==> config.mk <==
export PLATFORM = sky130hd
export DESIGN_NAME = uart_pad_rx
export DESIGN_NICKNAME = d
export VERILOG_FILES = /design/src/rtl/uart_pad_rx.sv
export SDC_FILE = /design/constraint.sdc
export NUM_CORES = 1
export LEC_CHECK = 0
export ABC_AREA = 1
export CORE_UTILIZATION = 45
export DETAILED_ROUTE_END_ITERATION = 10
export GPL_TIMING_DRIVEN = 1
export PLACE_DENSITY = 0.66
export SETUP_SLACK_MARGIN = 0.05
export SYNTH_ARGS = -nofsm -noshare
export SYNTH_HDL_FRONTEND = slang
export SYNTH_SLANG_ARGS = --single-unit
==> constraint.sdc <==
create_clock -name i_clk -period 5.7 [get_ports i_clk]
set_input_delay 0.57 -clock i_clk [delete_from_list [all_inputs] [get_ports i_clk]]
set_output_delay 0.57 -clock i_clk [all_outputs]
set_load 0.01 [all_outputs]
==> src/rtl/uart_pad_rx.sv <==
// UART receiver for the game pad link: oversampled framing check plus a held
// button bitmap with press pulses and a silence timeout that drops the link.
module uart_pad_rx #(
  parameter int CLKS_PER_BIT = 16,
  parameter int DATA_BITS    = 8,
  parameter int PARITY       = 0,
  parameter int HOLD_CYCLES  = 65536
) (
  input  logic                 i_clk,
  input  logic                 i_rst,
  input  logic                 i_rxd,
  output logic [DATA_BITS-1:0] o_data,
  output logic                 o_valid,
  output logic                 o_frame_err,
  output logic                 o_parity_err,
  output logic [DATA_BITS-1:0] o_buttons,
  output logic [DATA_BITS-1:0] o_pressed,
  output logic                 o_link
);
  localparam int CW = $clog2(CLKS_PER_BIT);
  localparam int BW = $clog2(DATA_BITS);
  localparam int TW = (HOLD_CYCLES > 0) ? $clog2(HOLD_CYCLES + 1) : 1;
  localparam logic [CW-1:0] CNT_HALF  = CW'(CLKS_PER_BIT / 2 - 1);
  localparam logic [CW-1:0] CNT_FULL  = CW'(CLKS_PER_BIT - 1);
  localparam logic [BW-1:0] BIT_LAST  = BW'(DATA_BITS - 1);
  localparam logic [TW-1:0] HOLD_LAST = TW'((HOLD_CYCLES > 0) ? HOLD_CYCLES - 1 : 0);
  localparam logic [TW-1:0] HOLD_MAX  = TW'(HOLD_CYCLES);

  typedef enum logic [2:0] {S_IDLE, S_START, S_DATA, S_PAR, S_STOP, S_BREAK} state_t;

  state_t                 state_q, state_d;
  logic [1:0]             sync_q, sync_d;
  logic [CW-1:0]          cnt_q, cnt_d;
  logic [BW-1:0]          bit_q, bit_d;
  logic [DATA_BITS-1:0]   shreg_q, shreg_d;
  logic                   perr_q, perr_d;
  logic [DATA_BITS-1:0]   data_q, data_d, buttons_q, buttons_d, pressed_q, pressed_d;
  logic                   valid_q, valid_d, ferr_q, ferr_d, perr_out_q, perr_out_d;
  logic                   link_q, link_d;
  logic [TW-1:0]          timer_q, timer_d;
  logic                   rxd_s, accept, ferr_hit, perr_hit;

  assign rxd_s = sync_q[1];

  always_comb begin
    sync_d   = {sync_q[0], i_rxd};
    state_d  = state_q;
    cnt_d    = cnt_q + CW'(1);
    bit_d    = bit_q;
    shreg_d  = shreg_q;
    perr_d   = perr_q;
    accept   = 1'b0;
    ferr_hit = 1'b0;
    perr_hit = 1'b0;
    unique case (state_q)
      S_IDLE: begin
        cnt_d = '0;
        if (!rxd_s) state_d = S_START;
      end
      S_START: begin
        if (cnt_q == CNT_HALF) begin
          cnt_d   = '0;
          bit_d   = '0;
          perr_d  = 1'b0;
          state_d = rxd_s ? S_IDLE : S_DATA;
        end
      end
      S_DATA: begin
        if (cnt_q == CNT_FULL) begin
          cnt_d   = '0;
          shreg_d = {rxd_s, shreg_q[DATA_BITS-1:1]};
          bit_d   = bit_q + BW'(1);
          if (bit_q == BIT_LAST) state_d = (PARITY != 0) ? S_PAR : S_STOP;
        end
      end
      S_PAR: begin
        if (cnt_q == CNT_FULL) begin
          cnt_d   = '0;
          perr_d  = (PARITY == 2) ? (rxd_s == ^shreg_q) : (rxd_s != ^shreg_q);
          state_d = S_STOP;
        end
      end
      S_STOP: begin
        if (cnt_q == CNT_FULL) begin
          cnt_d = '0;
          // A low stop bit masks any parity result and parks us until the line idles.
          if (!rxd_s) begin
            ferr_hit = 1'b1;
            state_d  = S_BREAK;
          end else begin
            perr_hit = perr_q;
            accept   = !perr_q;
            state_d  = S_IDLE;
          end
        end
      end
      S_BREAK: begin
        cnt_d = '0;
        if (rxd_s) state_d = S_IDLE;
      end
      default: begin
        cnt_d   = '0;
        state_d = S_IDLE;
      end
    endcase
  end

  always_comb begin
    data_d     = data_q;
    buttons_d  = buttons_q;
    pressed_d  = '0;
    valid_d    = accept;
    ferr_d     = ferr_hit;
    perr_out_d = perr_hit;
    link_d     = link_q;
    timer_d    = timer_q;
    if (HOLD_CYCLES != 0 && link_q) begin
      if (timer_q == HOLD_LAST) begin
        timer_d   = HOLD_MAX;
        link_d    = 1'b0;
        buttons_d = '0;
      end else begin
        timer_d = timer_q + TW'(1);
      end
    end
    // Accept overrides a timeout landing in the same cycle.
    if (accept) begin
      data_d    = shreg_q;
      pressed_d = shreg_q & ~buttons_q;
      buttons_d = shreg_q;
      timer_d   = '0;
      link_d    = 1'b1;
    end
  end

  always_ff @(posedge i_clk or posedge i_rst) begin
    if (i_rst) begin
      sync_q     <= 2'b11;
      state_q    <= S_IDLE;
      cnt_q      <= '0;
      bit_q      <= '0;
      shreg_q    <= '0;
      perr_q     <= 1'b0;
      data_q     <= '0;
      buttons_q  <= '0;
      pressed_q  <= '0;
      valid_q    <= 1'b0;
      ferr_q     <= 1'b0;
      perr_out_q <= 1'b0;
      link_q     <= 1'b0;
      timer_q    <= '0;
    end else begin
      sync_q     <= sync_d;
      state_q    <= state_d;
      cnt_q      <= cnt_d;
      bit_q      <= bit_d;
      shreg_q    <= shreg_d;
      perr_q     <= perr_d;
      data_q     <= data_d;
      buttons_q  <= buttons_d;
      pressed_q  <= pressed_d;
      valid_q    <= valid_d;
      ferr_q     <= ferr_d;
      perr_out_q <= perr_out_d;
      link_q     <= link_d;
      timer_q    <= timer_d;
    end
  end

  assign o_data       = data_q;
  assign o_valid      = valid_q;
  assign o_frame_err  = ferr_q;
  assign o_parity_err = perr_out_q;
  assign o_buttons    = buttons_q;
  assign o_pressed    = pressed_q;
  assign o_link       = link_q;
endmodule
# Yosys cells after proc, flatten, opt, wreduce, memory -nomap -nowiden
# Index checks and enable logic that the tools add are counted.
[classes]
eq_ne = 17
bitwise = 2
muxes = 38
reduce_logical = 13
n_addsub = 3
[ops]
columns = ["op", "n"]
rows = [
  ["17-bit 2-to-1 mux", 3],
  ["8-bit 2-to-1 mux", 4],
  ["3-bit 2-to-1 mux", 10],
  ["3-bit case mux with 6 select lines", 1],
  ["17-bit by 1-bit adder with 17-bit output, second input constant", 1],
  ["17-bit by 16-bit == test with 1-bit output, second input constant", 1],
  ["1-bit 2-to-1 mux", 14],
  ["2-bit inequality test, second input constant", 7],
  ["3-bit == test, second input constant", 3],
  ["8-bit bitwise AND", 1],
  ["4-bit 2-to-1 mux", 2],
  ["8-bit inverter", 1],
  ["4-bit case mux with 2 select lines", 1],
  ["2-bit nonzero test", 4],
  ["8-bit XOR reduction", 1],
  ["7-bit AND reduction", 1],
  ["3-bit by 2-bit == test with 1-bit output, second input constant", 2],
  ["3-bit case mux with 2 select lines", 1],
  ["3-bit AND reduction", 2],
  ["4-bit by 1-bit adder with 4-bit output, second input constant", 1],
  ["4-bit by 3-bit == test with 1-bit output, second input constant", 1],
  ["4-bit == test, second input constant", 1],
  ["2-bit AND reduction", 2],
  ["3-bit by 1-bit adder with 3-bit output, second input constant", 1],
  ["7 further kinds", 7],
]
[word_totals]
elab_cells = 87
out_inout_bits = 28
register_bits = 66
inputBits = 3

# Logic depth before layout (Yosys ltp)
# Gate-level depths: netlist of the first run.
[depth]
ltp_word = 6
mapped_depth = 13
depth_no_buf = 12

# Worst setup path before layout of the first run
# No wires, ideal clock.
[synth_path]
kind = "flip-flop to flip-flop"
start = "register timer_q[0]"
end = "register timer_q[2]"
arrival_ns = 1.788
slack_ns = 3.793
n_path_buf = 1
period_less_slack_ns = 1.907
required_time_ns = 5.581
setup_ns = 0.119
stages_incl_launch_ff = 14
cell_sequence = "dfrtp_1 -> ha_1 -> nand3_1 -> nor2_2 -> nand2_1 -> nor2_1 -> and3_1 -> ha_1 -> inv_1 -> nand2_2 -> nand2_4 -> buf_6 -> nand2_1 -> nor2_1"
[synth_via]
elab_chain_len = 4
word_cells_on_any_way = 5
cone_classes = "add/sub (1); eq/ne (1); mux (3)"
[synth_lines]
columns = ["item", "line_no", "rtl"]
rows = [
  ["from (decl)", "40", "logic [TW-1:0] timer_q, timer_d;"],
  ["from (signal assigned)", "166", "timer_q <= timer_d;"],
  ["17-bit by 1-bit adder with 17-bit output / 17-bit by 16-bit == test with 1-bit output (equally long branches)", "123, 118", ""],
  ["17-bit 2-to-1 mux (*)", "118", "if (timer_q == HOLD_LAST) begin"],
  ["17-bit 2-to-1 mux (*)", "117", "if (HOLD_CYCLES != 0 && link_q) begin"],
  ["17-bit 2-to-1 mux (*)", "127", "if (accept) begin"],
]
# Mark *: on every way between the ends. The rest lies on a longest branch, timed or not. The select of a mux whose other input is x is not followed.
# A chain may end at the register's enable or synchronous reset.

# Worst setup path after layout of the first run
[layout_path]
start = "register timer_q[0]"
end = "register timer_q[10]"
# Same word-level chain as after synthesis.

==> impl_metrics.yaml, run 1 <==
critical_path:
  r2r_slack_ps: 3580
  critPathMaxStageDelay_ps: 380
  worstPathRequired_ps: 5930
  critPathMaxFanout: 18
  worstSetupPathType: "flop to flop"
  cp-start-kind: "flop"
  arrival_ps: 2350
  cp-end-kind: "flop"
  crit_path_cell_trace: "ha_1 -> nand3_1 -> nor2_2 -> nand2_1 -> nor2_1 -> and3_1 -> ha_1 -> inv_1 -> nand2_2 -> nand2_4 -> o21ai_0 -> nor2_1"
  cp_slowest_cell: "dfrtp_1"
clock_network:
  clk_pin_slew_worst_paths_ps: 70
  post-cts-setup-buffers: 0
  clock_sinks: 66
  post_cts_resized: 0
  insertion_delay_ps: 340
  cts-root-buf: "clkbuf_8"
  cts_made_buffers: 9
  cts_tree: "built"
  hold_buffers: 0
  htree_levels: 3
  clockBufferDepth: 2
routing:
  routed_wl_um: 5720
  routedWlPerCell_um: 12.2
  ant_nets: 0
  num_vias: 2335
  viasPerCell: 4.97
  drtIter0Drc: 133
  dr.pass1.iters: 7
  drc: 5
die:
  dieWidth_um: 84.1
  die_y_um: 84.1
  ios: 31
  rows: 29
  die_area_um2: 7080
  start_util_pct: 47.3
  core_area_um2: 6420
global_route:
  grt_pass1_vias: 2228
  grt_max_degree: 67
  grt-ovfl-total: 0
  grt_pass1_wl_um: 9980
  track_usage_pct: 18.1
  grt_antenna_before_repair: 0
final_layout:
  final_cell_mix: "nand2_1 (115), dfrtp_1 (64), nor2_1 (34), inv_1 (34), clkdlybuf4s50_1 (30)"
  n_antenna_cell: 0
  fillCellCount: 562
  final_nets: 396
  mostFrequentLayoutCell: "nand2_1"
  area_delta_synth_final_pct: 17.3
  register_area_um2: 1650
  drive_above_1_share_pct: 9.92
  multi_input_area_um2: 1190
pwr:
  ir_drop_uv: 212
  power_density_nw_per_um2: 275
  p_leak_nw: 1.88
sta:
  fin_crit_sh_pct: 37.2
  fmax_mhz: 472
  slew_headroom_pct: 46.5
  skew_ps: 6.58
  tightest_slew_ps: 803
  final_hold_viol_count: 0
  setup_viol_count_final: 0
  final_max_slew_viol_count: 0
  period_minus_slack_ps: 2120
  finalSetupTns_ps: 0
  fin_ws_ps: 3580
  rsz0062_at_grt: "no"
place:
  gp_congestion: 0.814
  io_buffer_count: 30
  dp_hpwl_um: 3990
  pre_cts_ws_ps: 3590
yosys:
  yosysTopAreaCell: "dfrtp_1"
  synth-main-ff-cell: "dfrtp_1"
  ys_top_cells_by_area: "dfrtp_1 (53%), nand2_1 (14%), inv_1 (4.3%)"
  synth-compound-area-share_pct: 6.55
  netlist_area_um2: 3040
  synth_async_sr_flop_share_pct: 100
  synth_cell_types: 36
  yosys.area_share.xor_xnor_pct: 1.44
  yosysWarnings: 0
  synth_top_family_by_area: "simple AND/OR/NAND/NOR gates"
  ys_ff_latch: 66
  muxShareOfSynthArea_pct: 0.742
  yosysSeqAreaShare_pct: 54.5
  synth_top_area_share_pct: 52.7
  avgSynthCellArea_um2: 8.65
  synth-edff-count: 0
  synthAdderAreaFrac_pct: 2.06
  yosys.area_share.simple_pct: 28.5
  syn-num-nets: 359
  syn_inst: 351
outcome:
  violations: "DRC"
  status: "finished, violations left"
job:
  maxCapViolCount: 0
min_path:
  hold_path.class: "flop to flop"
-- through the flow --
stage                     power (mW)  hold slack [ps]  cell area, um^2  utilization, %  cells
final                          0.979              357             3560            55.5    470
after floorplan                0.626              345             3040               -    351
after detailed placement       0.645              349             3390            52.8    454
after global routing            1.03              361             3560            55.5    470
after CTS                      0.990              359             3560            55.5    470
after global placement         0.642              346             3390            52.8    454
-- cell usage after synthesis (3+ instances only) --
cell,number
nand3_1,24
a21oi_1,8
dfrtp_1,64
xor2_1,3
ha_1,5
o21ai_0,15
nor3_1,4
nand2_2,4
inv_1,35
nor2_2,5
nand2_1,115
o21ai_1,3
nor2_1,34
-- worst paths after layout --
kind	start	to	depth (start not counted)
setup reg to reg	timer_q[0]	timer_q[10]	12
max in group asynchronous	i_rst	timer_q[10]	3
hold / removal	sync_q[0]	sync_q[1]	0
setup / recovery	timer_q[0]	timer_q[10]	12
hold reg to reg	sync_q[0]	sync_q[1]	0
min in group asynchronous	i_rst	timer_q[3]	3
-- area by class of cell --
type | instances | area share (%)
Sequential cell | 66 | 46.4
Multi-Input combinational cell | 243 | 33.5
Timing Repair Buffer | 31 | 8.64
Clock buffer | 12 | 4.07
Inverter | 37 | 3.90
Tap cell | 77 | 2.70
Clock inverter | 4 | 0.772
-- report_power, final --
part | internal (mW) | switching [mW]
clock network | 0.170 | 0.175
logic | 0.0439 | 0.0802
registers | 0.487 | 0.0232
total | 0.701 | 0.278
-- worst max-delay path: cells and delay by family, from the launching register on --
family / cells / cell delay, ps
adder cells (fa/ha/maj): 2 / 370
AO/OA/AOI/OAI: 1 / 110
AND/OR/NAND/NOR: 8 / 1080
buffers and inverters: 1 / 60
flip-flops: 1 / 380
-- state kept, by name, indices dropped and copies added (netlist names) --
| register | count |
|---|---|
| bit_q | 3 |
| o_pressed | 8 |
| o_parity_err | 1 |
| perr_q | 1 |
| shreg_q | 8 |
| sync_q | 2 |
| o_valid | 1 |
| state_q | 3 |
| timer_q | 17 |
| o_link | 1 |
| cnt_q | 4 |
| o_buttons | 8 |
| o_frame_err | 1 |
| o_data | 8 |
-- logic make-up (layout without fill, tap and decap cells) --
group                      after synthesis  count (layout)
AOI/OAI and AO/OA                       34              34
xor gates and xnor gates                 5               5
adders and majority gates                5               5
buffers and inverters                   42              84
DFF                                     66              66
muxes                                    2               2
and+or+nand+nor                        197             197
-- per-layer routing --
layer	share of wire [%]	routed length [um]	GRT usage [%]
met1	47	2670	22.5
met5	0	0	0
met4	1.2	70	6.90
met2	48	2740	29.9
met3	4.2	242	5.60
(Power assumes the default switching activity.)
==> run 2: changes to the inputs <==
--- a/config.mk
+++ b/config.mk
@@ -9,7 +9,7 @@
 export CORE_UTILIZATION = 45
 export DETAILED_ROUTE_END_ITERATION = 10
 export GPL_TIMING_DRIVEN = 1
-export PLACE_DENSITY = 0.66
+export PLACE_DENSITY = 0.68
 export SETUP_SLACK_MARGIN = 0.05
 export SYNTH_ARGS = -nofsm -noshare
 export SYNTH_HDL_FRONTEND = slang
==> constraint.sdc (replaced) <==
create_clock -name i_clk -period 1.85 [get_ports i_clk]
set_input_delay 0.185 -clock i_clk [delete_from_list [all_inputs] [get_ports i_clk]]
set_output_delay 0.185 -clock i_clk [all_outputs]
set_load 0.01 [all_outputs]
==> run 2 against run 1 <==
Compared with the run above: the run still ends with DRC left; maximum frequency rose by 18%; clock skew barely moved; first-iteration DRC count fell by 11%; clock power rose to 3.6 times the previous value; critical path depth did not move; sequential power rose to 3.1 times the previous value; die area did not move; combinational power rose to 3.1 times the previous value; sequential share of layout area fell by 3.7 points; clock-buffer cell count fell by 2; critical endpoint is now timer_q[3]; largest cell class unchanged; largest power group unchanged; highest routed layer unchanged.
==> impl_metrics.yaml, run 2 (same netlist as run 1, synthesis figures left out) <==
outcome:
  status: "finished, violations left"
  violations: "DRC"
pwr:
  p_leak_nw: 1.99
  p_sw_share_pct: 28.1
  switching_power_mw: 0.901
  pwr-share-comb_pct: 12.1
  ir_drop_uv: 608
  clock_power_share_pct: 38.7
  seqPwrFrac_pct: 49.1
  power_density_nw_per_um2: 826
  p_int_mw: 2.30
clock_network:
  insertion_delay_ps: 350
  htree_levels: 3
  cts-root-buf: "clkbuf_8"
  cts_made_buffers: 9
  clk_pin_slew_worst_paths_ps: 70
  cts_tree: "built"
  clock_sinks: 66
  clockBufferDepth: 2
final_layout:
  final_nets: 416
  top_register: "timer_q"
  drive_above_1_share_pct: 18.4
  fillCellCount: 534
  stdcell_count: 490
  final_cell_mix: "nand2_1 (111), dfrtp_1 (64), nor2_1 (32), inv_1 (32), clkdlybuf4s50_1 (30)"
  largest_reg_flops: 17
  mostFrequentLayoutCell: "nand2_1"
  register_area_um2: 1650
  stdcell_area_um2: 3870
  final_util_pct: 60.3
  multi_input_area_um2: 1330
  area_delta_synth_final_pct: 27.6
  n_antenna_cell: 0
die:
  core_area_um2: 6420
  die_y_um: 84.1
  rows: 29
  dieWidth_um: 84.1
  start_util_pct: 47.3
  die_area_um2: 7080
  ios: 31
sta:
  slew_headroom_pct: 73.5
  fin_crit_sh_pct: 97.2
  period_minus_slack_ps: 1800
  tightest_slew_ps: 398
  hold_ws_ps: 251
  setup_viol_count_final: 0
  final_max_slew_viol_count: 0
  skew_ps: 6.62
  final_hold_viol_count: 0
  fmax_mhz: 556
  rsz0062_at_grt: "yes"
place:
  dp_hpwl_um: 4190
  placed_area_um2: 3480
  placedCellCount: 462
  io_buffer_count: 30
  gp_congestion: 0.892
critical_path:
  worstSetupPathType: "flop to flop"
  cp-end-kind: "flop"
  worstPathRequired_ps: 2130
  critPathMaxFanout: 4
  cp-start-kind: "flop"
  arrival_ps: 2070
routing:
  drtIter0Drc: 118
  ant_nets: 0
  routedWlPerCell_um: 13.2
  routed_wl_um: 6460
  drc: 4
  viasPerCell: 4.97
  num_vias: 2434
  dr.pass1.iters: 7
job:
  maxCapViolCount: 0
global_route:
  grt_max_degree: 67
  grt-ovfl-total: 0
  grt_antenna_before_repair: 0
  track_usage_pct: 19.8
  grt_pass1_wl_um: 10700
  grt_pass1_vias: 2317
min_path:
  hold_path.class: "input pin to flop"
run 2: changes by cell type in the layout (fill, tap and decap cells not counted), sizes merged:
cell / change
clkinvlp: +2
clkinv: -1
bufinv: +1
buf: +17
clkbuf: -2
nand2: +3
run 2: path summary, 6_finish.rpt:
check	cells after the start	start	end	slack (ps)
worst max register to register	12	timer_q[1]	timer_q[3]	50
worst max-delay path	12	timer_q[1]	timer_q[3]	50
worst min-delay path	1	i_rxd	sync_q[0]	250
worst min register to register	0	sync_q[0]	sync_q[1]	370
max in group asynchronous	3	i_rst	sync_q[0]	1260
min in group asynchronous	3	i_rst	timer_q[12]	270
run 2: final cells by class:
type,instances,area share [%]
sequential,66,42.7
multi-input combinational,246,34.4
timing repair buffer,48,11.6
inverter,37,3.68
clock buffer,10,3.55
tap,77,2.49
clock inverter,6,1.68
run 2: power by group through the flow:
stage	Sequential [mW]	Combinational (mW)	Clock, mW
finish	1.57	0.389	1.24
global route	1.58	0.451	1.35
CTS	1.57	0.397	1.27
detailed placement	1.60	0.395	0
global placement	1.59	0.387	0
floorplan	1.56	0.367	0
run 2: routing by layer:
metal	GRT usage, %	part of all wire, %
met1	25.3	45
met2	32.0	50
met3	5.31	3.5
met4	8.31	1.6
met5	0	0
run 2: worst max-delay path, stage by stage, from the launching register on:
cell and delay [ps]:
dfrtp_1 400, ha_2 210, nand3_4 90, nor2_4 40, nand2_1 70, nor2_2 40
and3_1 160, ha_2 170, inv_2 90, nand2_8 100, nor2_4 170, inv_2 60
o21ai_1 100
run 2: timing repair:
action,in CTS,in global routing
cloned,2,1
hold endpoints to repair,0,0
hold buffers,0,0
setup endpoints to repair,21,25
setup buffers,3,6
gates resized for setup,8,14
pin swaps,4,12
run 2: metrics by stage:
| step | setup TNS [ps] | setup WS, ps | total power [mW] |
|---|---|---|---|
| after floorplan | -306 | -31.2 | 1.93 |
| after global placement | 0 | 24.2 | 1.98 |
| after detailed placement | -457 | -64.2 | 2.00 |
| after CTS | 0 | 40.5 | 3.24 |
| after global routing | -361 | -33.3 | 3.38 |
| final | 0 | 52.4 | 3.20 |
==> run 3: changes to the inputs <==
--- a/config.mk
+++ b/config.mk
@@ -10,6 +10,8 @@
 export DETAILED_ROUTE_END_ITERATION = 10
 export GPL_TIMING_DRIVEN = 1
 export PLACE_DENSITY = 0.68
+export RECOVER_POWER = 50
+export REMOVE_ABC_BUFFERS = 1
 export SETUP_SLACK_MARGIN = 0.05
 export SYNTH_ARGS = -nofsm -noshare
 export SYNTH_HDL_FRONTEND = slang
==> run 3 against run 2 <==
Compared with the run above: the flow still finishes with violations (DRC); combinational power about the same; first-iteration DRC count increased by 12%; design area up 2.1%; sequential power hardly changed; global-route usage decreased by 0.83 points; die area unchanged; maximum frequency grew 1.0%; non-clock buffer count rose by 4; total power up 4.1%; worst hold slack improved by 110 ps; utilization up 1.3 points; highest routed layer unchanged.
==> impl_metrics.yaml, run 3 (same netlist as run 1, synthesis figures left out) <==
sta:
  period_minus_slack_ps: 1780
  fmax_mhz: 562
  rsz0062_at_grt: "yes"
  fin_ws_ps: 70.6
  final_hold_viol_count: 0
  tightest_slew_ps: 875
  slew_headroom_pct: 41.7
  skew_ps: 10.5
  fin_crit_sh_pct: 96.2
  hold_ws_ps: 357
  final_max_slew_viol_count: 0
  setup_viol_count_final: 0
critical_path:
  cp-end-kind: "flop"
  r2r_slack_ps: 70
  arrival_ps: 2050
  worstSetupPathType: "flop to flop"
  worstPathRequired_ps: 2120
  critPathMaxFanout: 5
  cp-start-kind: "flop"
clock_network:
  insertion_delay_ps: 350
  htree_levels: 3
  clockBufferDepth: 2
  cts-root-buf: "clkbuf_8"
  clk_pin_slew_worst_paths_ps: 70
  cts_made_buffers: 9
  cts_tree: "built"
  clock_sinks: 66
final_layout:
  n_antenna_cell: 0
  final_cell_mix: "nand2_1 (106), dfrtp_1 (64), nor2_1 (34)"
  drive_above_1_share_pct: 19.6
  area_delta_synth_final_pct: 30.3
  final_nets: 421
  mostFrequentLayoutCell: "nand2_1"
  top_register: "timer_q"
  largest_reg_flops: 17
outcome:
  status: "finished, violations left"
  violations: "DRC"
routing:
  drc: 2
  dr.pass1.iters: 8
  ant_nets: 0
  routedWlPerCell_um: 13.3
  viasPerCell: 4.99
  routed_wl_um: 6570
  num_vias: 2469
  drtIter0Drc: 132
pwr:
  p_leak_nw: 2.04
  ir_drop_uv: 701
  power_density_nw_per_um2: 842
  finalPower_mw: 3.33
die:
  rows: 29
  ios: 31
  die_y_um: 84.1
  dieWidth_um: 84.1
  start_util_pct: 47.3
  die_area_um2: 7080
  core_area_um2: 6420
global_route:
  use_met1_pct: 23.4
  gr-usage-met2_pct: 31.3
  busiest_layer: "met2"
  grt_pass1_wl_um: 10400
  grt-ovfl-total: 0
  met3_usage_pct: 3.93
  grt_antenna_before_repair: 0
  grt_max_degree: 67
  grt_pass1_vias: 2319
  track_usage_pct: 18.9
place:
  pre_cts_ws_ps: -36.6
  io_buffer_count: 30
  gp_congestion: 0.818
  dp_hpwl_um: 4070
min_path:
  hold_path.class: "flop to flop"
job:
  maxCapViolCount: 0
==> run 3: through the flow <==
| stage | std cells | TNS [ps] | util, % | instance area (um^2) |
|---|---|---|---|---|
| after floorplan | 346 | -9.99 | - | 2990 |
| after CTS | 486 | 0 | 59.3 | 3810 |
| after global routing | 495 | -27.6 | 61.6 | 3960 |
| after global placement | 464 | 0 | 54.2 | 3480 |
| after detailed placement | 464 | -60.2 | 54.2 | 3480 |
| final | 495 | 0 | 61.6 | 3960 |
==> run 3: path summary, 6_finish.rpt <==
path | from | endpoint | cells past startpoint
worst max-delay path | timer_q[1] | timer_q[0] | 12
worst min-delay path | sync_q[0] | sync_q[1] | 0
worst max register to register | timer_q[1] | timer_q[0] | 12
worst min register to register | sync_q[0] | sync_q[1] | 0
max in group asynchronous | i_rst | perr_q | 3
min in group asynchronous | i_rst | timer_q[3] | 3
==> run 3: timing repair <==
action	CTS	global route
hold buffers	0	0
resized for setup	13	22
buffers inserted	4	7
pin swaps	6	13
endpoints found under the setup margin	20	27
gates cloned	2	2
==> run 3: layout make-up <==
| cell class | instances | area (um^2) |
|---|---|---|
| clock buffers | 9 | 124 |
| clock inverters | 7 | 101 |
| fillers | 522 | 2470 |
| inverters | 37 | 141 |
| multi-input cells | 247 | 1370 |
| flip-flops and latches | 66 | 1650 |
| well taps | 77 | 96.3 |
| repair buffers | 52 | 465 |
==> run 3: metal layers <==
| metal | vias up | wire length [um] |
|---|---|---|
| met5 | - | 0 |
| met4 | 0 | 120 |
| met3 | 11 | 225 |
| met2 | 39 | 3380 |
| met1 | 1187 | 2840 |
| li1 | 1232 | - |
==> run 3: where the power goes <==
part	switching, mW	internal [mW]
registers	0.0675	1.50
logic	0.255	0.132
clock network	0.609	0.769
==> run 3: worst max-delay path: stages, from the launching register on <==
cell     delay, ps
dfrtp_1        420
ha_4           190
nand3_4         90
nor2_4          40
nand2_2         70
nor2_4          40
and3_4         160
ha_4           170
inv_4           70
nand2_8        100
nor2_4         180
inv_2           50
o21ai_1        120
